===== config.mk =====
export PLATFORM = sky130hd
export DESIGN_NAME = wishbone_arb_interconn
export DESIGN_NICKNAME = d
export VERILOG_FILES = /design/src/rtl/wishbone_arb_interconn.sv
export SDC_FILE = /design/constraint.sdc
export NUM_CORES = 1
export LEC_CHECK = 0
export ABC_CLOCK_PERIOD_IN_PS = 6100
export CORE_AREA = 2 2 171 173
export CTS_BUF_LIST = sky130_fd_sc_hd__clkbuf_2
export DETAILED_ROUTE_END_ITERATION = 10
export DIE_AREA = 0 0 173 175
export PLACE_DENSITY = 0.5
export REMOVE_ABC_BUFFERS = 1
export SLEW_MARGIN = 20
export SYNTH_ARGS = -nofsm -noshare
export SYNTH_HDL_FRONTEND = slang
export SYNTH_SLANG_ARGS = --single-unit

===== constraint.sdc =====
create_clock -name clk -period 6.1 [get_ports clk]
set_input_delay 0.61 -clock clk [delete_from_list [all_inputs] [get_ports clk]]
set_output_delay 0.61 -clock clk [all_outputs]
set_load 0.02 [all_outputs]

===== src/rtl/wishbone_arb_interconn.sv =====
// Round-robin Wishbone arbiter and address-decoding interconnect, N masters to M slaves.
// Optional slave-response timeout is enabled by defining WB_TIMEOUT_EN.
module wishbone_arb_interconn #(
  parameter int unsigned                NUM_MASTERS    = 2,
  parameter int unsigned                NUM_SLAVES     = 4,
  parameter logic [32*NUM_SLAVES-1:0]   SLAVE_ADDRESS  = {32'h00040000, 32'h00030000,
                                                          32'h00020000, 32'h00010000},
  parameter logic [32*NUM_SLAVES-1:0]   SLAVE_SIZE     = {4{32'h00000100}},
  parameter int unsigned                TIMEOUT_CYCLES = 16,
  localparam int unsigned               GrantW = (NUM_MASTERS > 1) ? $clog2(NUM_MASTERS) : 1,
  localparam int unsigned               SlvW   = (NUM_SLAVES > 1) ? $clog2(NUM_SLAVES) : 1
) (
  input  logic                      clk,
  input  logic                      rst,
  input  logic [NUM_MASTERS-1:0]    m_cyc,
  input  logic [NUM_MASTERS-1:0]    m_stb,
  input  logic [NUM_MASTERS-1:0]    m_we,
  input  logic [32*NUM_MASTERS-1:0] m_adr,
  input  logic [32*NUM_MASTERS-1:0] m_dat_w,
  input  logic [4*NUM_MASTERS-1:0]  m_sel,
  output logic [32*NUM_MASTERS-1:0] m_dat_r,
  output logic [NUM_MASTERS-1:0]    m_ack,
  output logic [NUM_MASTERS-1:0]    m_err,
  output logic [NUM_SLAVES-1:0]     s_cyc,
  output logic [NUM_SLAVES-1:0]     s_stb,
  output logic                      s_we,
  output logic [31:0]               s_adr,
  output logic [31:0]               s_dat_w,
  output logic [3:0]                s_sel,
  input  logic [32*NUM_SLAVES-1:0]  s_dat_r,
  input  logic [NUM_SLAVES-1:0]     s_ack,
  input  logic [NUM_SLAVES-1:0]     s_err,
  input  logic [6:0]                switches,
  output logic [1:0]                mode_out,
  output logic [GrantW-1:0]         grant_id,
  output logic                      bus_busy
);

  typedef enum logic [1:0] {StIdle, StGrant, StErrResp} state_e;

  state_e            state_q, state_d;
  logic [GrantW-1:0] grant_q, grant_d, last_q, last_d, rr_sel;
  logic              rr_found;
  logic [1:0]        mode_q;

  logic              mst_cyc, mst_stb, mst_we;
  logic [31:0]       mst_adr, mst_dat_w;
  logic [3:0]        mst_sel;
  logic              hit;
  logic [SlvW-1:0]   hit_idx;
  logic              resp_ack, resp_err;
  logic [31:0]       resp_dat;
  logic              active;
  logic              tmo_fire;

  // Granted master's request bus.
  always_comb begin
    mst_cyc   = 1'b0;
    mst_stb   = 1'b0;
    mst_we    = 1'b0;
    mst_adr   = '0;
    mst_dat_w = '0;
    mst_sel   = '0;
    for (int i = 0; i < NUM_MASTERS; i++) begin
      if (grant_q == GrantW'(i)) begin
        mst_cyc   = m_cyc[i];
        mst_stb   = m_stb[i];
        mst_we    = m_we[i];
        mst_adr   = m_adr[i*32 +: 32];
        mst_dat_w = m_dat_w[i*32 +: 32];
        mst_sel   = m_sel[i*4 +: 4];
      end
    end
  end

  // Descending scan so the lowest matching slave index wins.
  always_comb begin
    hit     = 1'b0;
    hit_idx = '0;
    for (int i = int'(NUM_SLAVES) - 1; i >= 0; i--) begin
      if (({1'b0, mst_adr} >= {1'b0, SLAVE_ADDRESS[i*32 +: 32]}) &&
          ({1'b0, mst_adr} < ({1'b0, SLAVE_ADDRESS[i*32 +: 32]} +
                              {1'b0, SLAVE_SIZE[i*32 +: 32]}))) begin
        hit     = 1'b1;
        hit_idx = SlvW'(i);
      end
    end
  end

  always_comb begin
    resp_ack = 1'b0;
    resp_err = 1'b0;
    resp_dat = '0;
    for (int i = 0; i < NUM_SLAVES; i++) begin
      if (hit_idx == SlvW'(i)) begin
        resp_ack = s_ack[i];
        resp_err = s_err[i];
        resp_dat = s_dat_r[i*32 +: 32];
      end
    end
  end

  // Gating on mst_cyc makes an abort drop s_cyc and discard late responses in the same cycle.
  assign active = (state_q == StGrant) && hit && mst_cyc;

  always_comb begin
    rr_sel   = last_q;
    rr_found = 1'b0;
    for (int unsigned k = 1; k <= NUM_MASTERS; k++) begin
      for (int unsigned i = 0; i < NUM_MASTERS; i++) begin
        if (!rr_found && m_cyc[i] && (i == (32'(last_q) + k) % NUM_MASTERS)) begin
          rr_sel   = GrantW'(i);
          rr_found = 1'b1;
        end
      end
    end
  end

`ifdef WB_TIMEOUT_EN
  localparam int unsigned TmoW = $clog2(TIMEOUT_CYCLES + 1);
  logic [TmoW-1:0] tmo_q;
  logic            pending;

  assign pending  = active && mst_stb && !resp_ack && !resp_err;
  assign tmo_fire = pending && (tmo_q == TmoW'(TIMEOUT_CYCLES - 1));

  always_ff @(posedge clk or negedge rst) begin
    if (!rst) begin
      tmo_q <= '0;
    end else if (pending && !tmo_fire) begin
      tmo_q <= tmo_q + TmoW'(1);
    end else begin
      tmo_q <= '0;
    end
  end
`else
  logic unused_timeout;
  assign unused_timeout = (TIMEOUT_CYCLES != 0);
  assign tmo_fire       = 1'b0;
`endif

  always_comb begin
    state_d = state_q;
    grant_d = grant_q;
    last_d  = last_q;
    unique case (state_q)
      StIdle: begin
        if (|m_cyc) begin
          state_d = StGrant;
          grant_d = rr_sel;
          last_d  = rr_sel;
        end
      end
      StGrant: begin
        if (!mst_cyc) begin
          state_d = StIdle;
        end else if ((mst_stb && !hit) || tmo_fire) begin
          state_d = StErrResp;
        end
      end
      StErrResp: state_d = StGrant;
      default:   state_d = StIdle;
    endcase
  end

  always_comb begin
    s_cyc   = '0;
    s_stb   = '0;
    m_ack   = '0;
    m_err   = '0;
    m_dat_r = '0;
    for (int i = 0; i < NUM_SLAVES; i++) begin
      if (active && (hit_idx == SlvW'(i))) begin
        s_cyc[i] = 1'b1;
        s_stb[i] = mst_stb;
      end
    end
    for (int i = 0; i < NUM_MASTERS; i++) begin
      if (grant_q == GrantW'(i)) begin
        if (active) begin
          m_err[i]            = resp_err;
          m_ack[i]            = resp_ack && !resp_err;
          m_dat_r[i*32 +: 32] = resp_dat;
        end
        if (state_q == StErrResp) begin
          m_err[i] = 1'b1;
        end
      end
    end
  end

  always_ff @(posedge clk or negedge rst) begin
    if (!rst) begin
      state_q <= StIdle;
      grant_q <= '0;
      last_q  <= GrantW'(NUM_MASTERS - 1);
      mode_q  <= '0;
    end else begin
      state_q <= state_d;
      grant_q <= grant_d;
      last_q  <= last_d;
      mode_q  <= switches[1:0];
    end
  end

  logic unused_switches;
  assign unused_switches = ^switches[6:2];

  assign s_we     = mst_we;
  assign s_adr    = mst_adr;
  assign s_dat_w  = mst_dat_w;
  assign s_sel    = mst_sel;
  assign mode_out = mode_q;
  assign grant_id = grant_q;
  assign bus_busy = (state_q != StIdle);

endmodule


[Word-level counts from Yosys, hierarchy flattened]
Index checks and enable logic that the tools add are counted.
Storage, ports and cells
  flip-flop bits (word level): 6
  input port bits: 287
  logic and storage cells: 108
Operators by class
  add/sub/neg operators: 2
  $lt $le $gt $ge: 8
  equal/unequal tests: 7
  multiplexer cells: 55
  reduce and logical (&&, ||, !) cells: 32
Operators by type and width (number)
  $mux 32: 9
  $ge 32x18->1 const B: 2
  $logic_not 32->1: 2
  $lt 32x18->1 const B: 2
  $mux 1: 37
  $ge 32x17->1 const B: 1
  $ge 32x19->1 const B: 1
  $lt 32x17->1 const B: 1
  $lt 32x19->1 const B: 1
  $logic_and 1x1->1: 19
  $mux 2: 7
  $eq 2x2->1 const B: 3
  $pmux 2 s3: 1
  $logic_not 1->1: 5
  $eq 2x1->1 const B: 2
  $logic_not 2->1: 2
  $mux 4: 1
  $reduce_and 2->1: 2
  $ne 3x2->1 const B: 1
  $add 1x1->1 const B: 2
  $ne 2x2->1 const B: 1
  $reduce_bool 2->1: 1
  $reduce_or 2->1: 1

[Longest topological paths before layout]
  depth after elaboration: 16
  depth in mapped cells: 9

[Least setup slack after synthesis]
No wires, ideal clock.
  path kind: input to output
  start: input port m_adr[14]
  end: output port m_dat_r[44]
  arrival time: 2.752 ns
  data required time: 5.490 ns
  slack: 2.738 ns
  stages on the path: 8
  cells stage by stage: or3_1 > a211o_1 > or2_0 > buf_2 > a211oi_4 > buf_2 > nor2_1 > nor3_1
On the way
  word-level cells in the longest chain between the ends: 14
  elaborated cells on any way between the ends: 33
Ends and longest elaborated chain
  from (decl): RTL line 18  | input logic [32*NUM_MASTERS-1:0] m_adr,
  $mux 32 *: RTL line 65  | if (grant_q == GrantW'(i)) begin
  $ge 32x19->1 or $lt 32x19->1 (tied branches): RTL line 81, 82
  $logic_and 1x1->1: RTL line 81  | if (({1'b0, mst_adr} >= {1'b0, SLAVE_ADDRESS[i*32 +: 32]}) &&
  $mux 2 (4 in a row): RTL line 81
  $logic_not 2->1: RTL line 95  | if (hit_idx == SlvW'(i)) begin
  $mux 32 (4 in a row): RTL line 95
  $mux 32 *: RTL line 180  | if (active) begin
  $mux 32 *: RTL line 179  | if (grant_q == GrantW'(i)) begin
  to (decl): RTL line 21  | output logic [32*NUM_MASTERS-1:0] m_dat_r,
Mark *: on every way between the ends. The rest lies on a longest branch, timed or not.

[Final worst setup path]
  start: input port m_adr[25]
  end: output port m_dat_r[58]
The elaborated chain is that of the path after synthesis.

==> flow_metrics.env <==
export IMPL_die_y_um=175
export IMPL_row_count=62
export IMPL_initial_core_util=0.09959
export IMPL_ys_flop_type="dfrtp_1"
export IMPL_status="completed"
export IMPL_diodes=0
export IMPL_min_path_type="flop to flop"
export IMPL_stdcell_area_mm2=0.007589
export IMPL_leakage_nw=2.694
export IMPL_power_density_mw_per_mm2=188.0
export IMPL_worstPathArrival_ps=4540
export IMPL_viasPerCell=4.002
export IMPL_finalSetupViolCount=0
export IMPL_synth_cell_area_mm2=0.002828
export IMPL_dr_pass1_iters=4
export IMPL_grt_ovfl_total=0
export IMPL_crit_required_ps=5490
export IMPL_io_pins=436
export IMPL_clk_latency_ps=220
export IMPL_num_nets_final=1103
export IMPL_worst_slack_ps=952.3
export IMPL_drive_gt1_frac=0.1374
export IMPL_critPathLaunchType="input port"
export IMPL_clock_fmax_mhz=194.3
export IMPL_coreArea_mm2=0.02839
export IMPL_synth_edff_count=0
export IMPL_cts_resized=0
export IMPL_clock_sinks=6
export IMPL_critPathKind="input port to primary output"
export IMPL_drt_initial_drc_count=85
export IMPL_final_cells=1199
export IMPL_grt_pass1_vias=5085
export IMPL_drt_drc_violations_left=0
export IMPL_post_cts_buffers=0
export IMPL_endpoint_kind="primary output"
export IMPL_rsz0062_at_grt="false"
export IMPL_finalSetupTns_ps=0
export IMPL_total_power_mw=1.427
export IMPL_synth_common_cells="76 x nor2_1, 69 x mux2_2, 52 x a21oi_1"
export IMPL_ant_nets=0
export IMPL_clock_path_buffers=2
export IMPL_wl_per_cell_um=18.67
export IMPL_die_w_um=173
export IMPL_dp_cells=1195
export IMPL_ctsHtreeMaxLevel=1
export IMPL_cap_violations=0
export IMPL_cts_clk_slew_worst_paths_ps=50
export IMPL_yosysUniqueCellTypes=39
export IMPL_worst_pin_slew_ps=845.1
export IMPL_num_vias=4798
export IMPL_io_buffers=430
export IMPL_die_area_mm2=0.03028
export IMPL_wirelength_um=22380
export IMPL_grt_pass1_wl_um=32320
export IMPL_ys_warn_count=0
export IMPL_place_area_mm2=0.007569
export IMPL_fin_crit_sh=0.8439
export IMPL_final_max_slew_violation_count=0
export IMPL_antenna_found_initial=0
export IMPL_worst_clock_skew_ps=11.66
export IMPL_pre_cts_ws_ps=864.2
export IMPL_synth_top_cell_area_share=0.2748
export IMPL_areaGrowthSynthToFinish_pct=168.4
export IMPL_finalCriticalPeriod_ps=5148
export IMPL_slew_headroom=0.4350
export IMPL_cts_made_buffers=3
export IMPL_cts_tree="yes"
export IMPL_finalHoldViolations=0
export IMPL_ctsHoldBuffers=0
export IMPL_ir_drop_mv=0.1169
export IMPL_ys_ff_latch=6
export IMPL_synth_largest_area_cell="mux2_2"
export IMPL_synthArstFlopShare=1.000
export IMPL_dp_hpwl_um=19010
export IMPL_synth_area_leaders="mux2_2 27%, nor2_1 10%, a21oi_1 9.2%"
export IMPL_grt_max_degree=55
export IMPL_crit_fanout=25
export IMPL_avgSynthCellArea_um2=7.017
export IMPL_syn_instance_count=403
export IMPL_yosysMostFrequentCell="nor2_1"
export IMPL_gp_congestion=0.7951
export IMPL_cts_root_buf="clkbuf_2"
export IMPL_gr_usage_all_layers=0.1392
export IMPL_ys_seq_area_frac=0.05354
[placed cells by master (no fill, tap or decap), types with 6 or more instances in the layout]
cell type,count
inv_1,6
nor3_2,17
nor4_1,8
a211o_1,17
o22ai_1,17
a21oi_1,52
nor3_1,27
nor2_1,76
mux2i_1,19
nand2_1,22
mux2_2,69
buf_4,10
clkdlybuf4s50_1,430
[layout make-up]
class                           instances  area, µm²
Fill cell                            3083      20800
Inverter                                6      22.52
Multi-Input combinational cell        359       2531
Tap cell                              384      480.5
Clock buffer                            4      20.02
Timing Repair Buffer                  440       4379
Sequential cell                         6      155.1
[routing by layer]
layer | up-vias | GRT usage | wire (µm)
li1 | 2331 | - | -
met3 | 12 | 0.03460 | 1698
met2 | 276 | 0.2715 | 11860
met4 | 0 | 0.01942 | 206
met1 | 2179 | 0.1541 | 8618
met5 | - | 0 | 0
[kinds of logic (layout without fill, tap and decap cells)]
logic type,count (synthesis),in the layout,synth area share
mux,90,90,0.3491
simple gates,171,171,0.3168
flops,6,6,0.05354
buf+inv,38,450,0.06239
compound gates,98,98,0.2181
[path summary, 6_finish.rpt]
| check | slack, ps | depth (start not counted) | startpoint | to |
|---|---|---|---|---|
| max in group asynchronous | 5200 | 1 | rst | last_q |
| worst min register to register | 490 | 2 | last_q | last_q |
| worst max-delay path | 950 | 9 | m_adr[25] | m_dat_r[58] |
| worst min-delay path | 490 | 2 | last_q | last_q |
| worst max register to register | 3350 | 6 | grant_id | state_q[0] |
| min in group asynchronous | 620 | 1 | rst | mode_out[1] |
[state kept, by name (all words and copies together) (netlist names)]
| signal | cells |
|---|---|
| grant_id | 1 |
| mode_out | 2 |
| state_q | 2 |
| last_q | 1 |
[worst max-delay path, stage by stage]
cell and delay (ps):
clkdlybuf4s50_1 450, nor4_1 630, nand4_1 380, mux2i_4 230, buf_4 330, nand3_1 670, o22ai_1 530, nor3_1 130
clkdlybuf4s50_1 570
[through the flow]
step                utilization  hold slack [ps]
floorplan                     -            314.4
global placement         0.2666            480.9
detailed placement       0.2666            492.5
CTS                      0.2673            501.7
global route             0.2673            546.9
finish                   0.2673            493.3
[power by group]
| part | internal (mW) | switching (mW) |
|---|---|---|
| sequential | 0.0570 | 0.0461 |
| clock | 0.0174 | 0.0143 |
| combinational | 0.670 | 0.622 |
| total | 0.744 | 0.682 |
(Power assumes the default switching activity.)
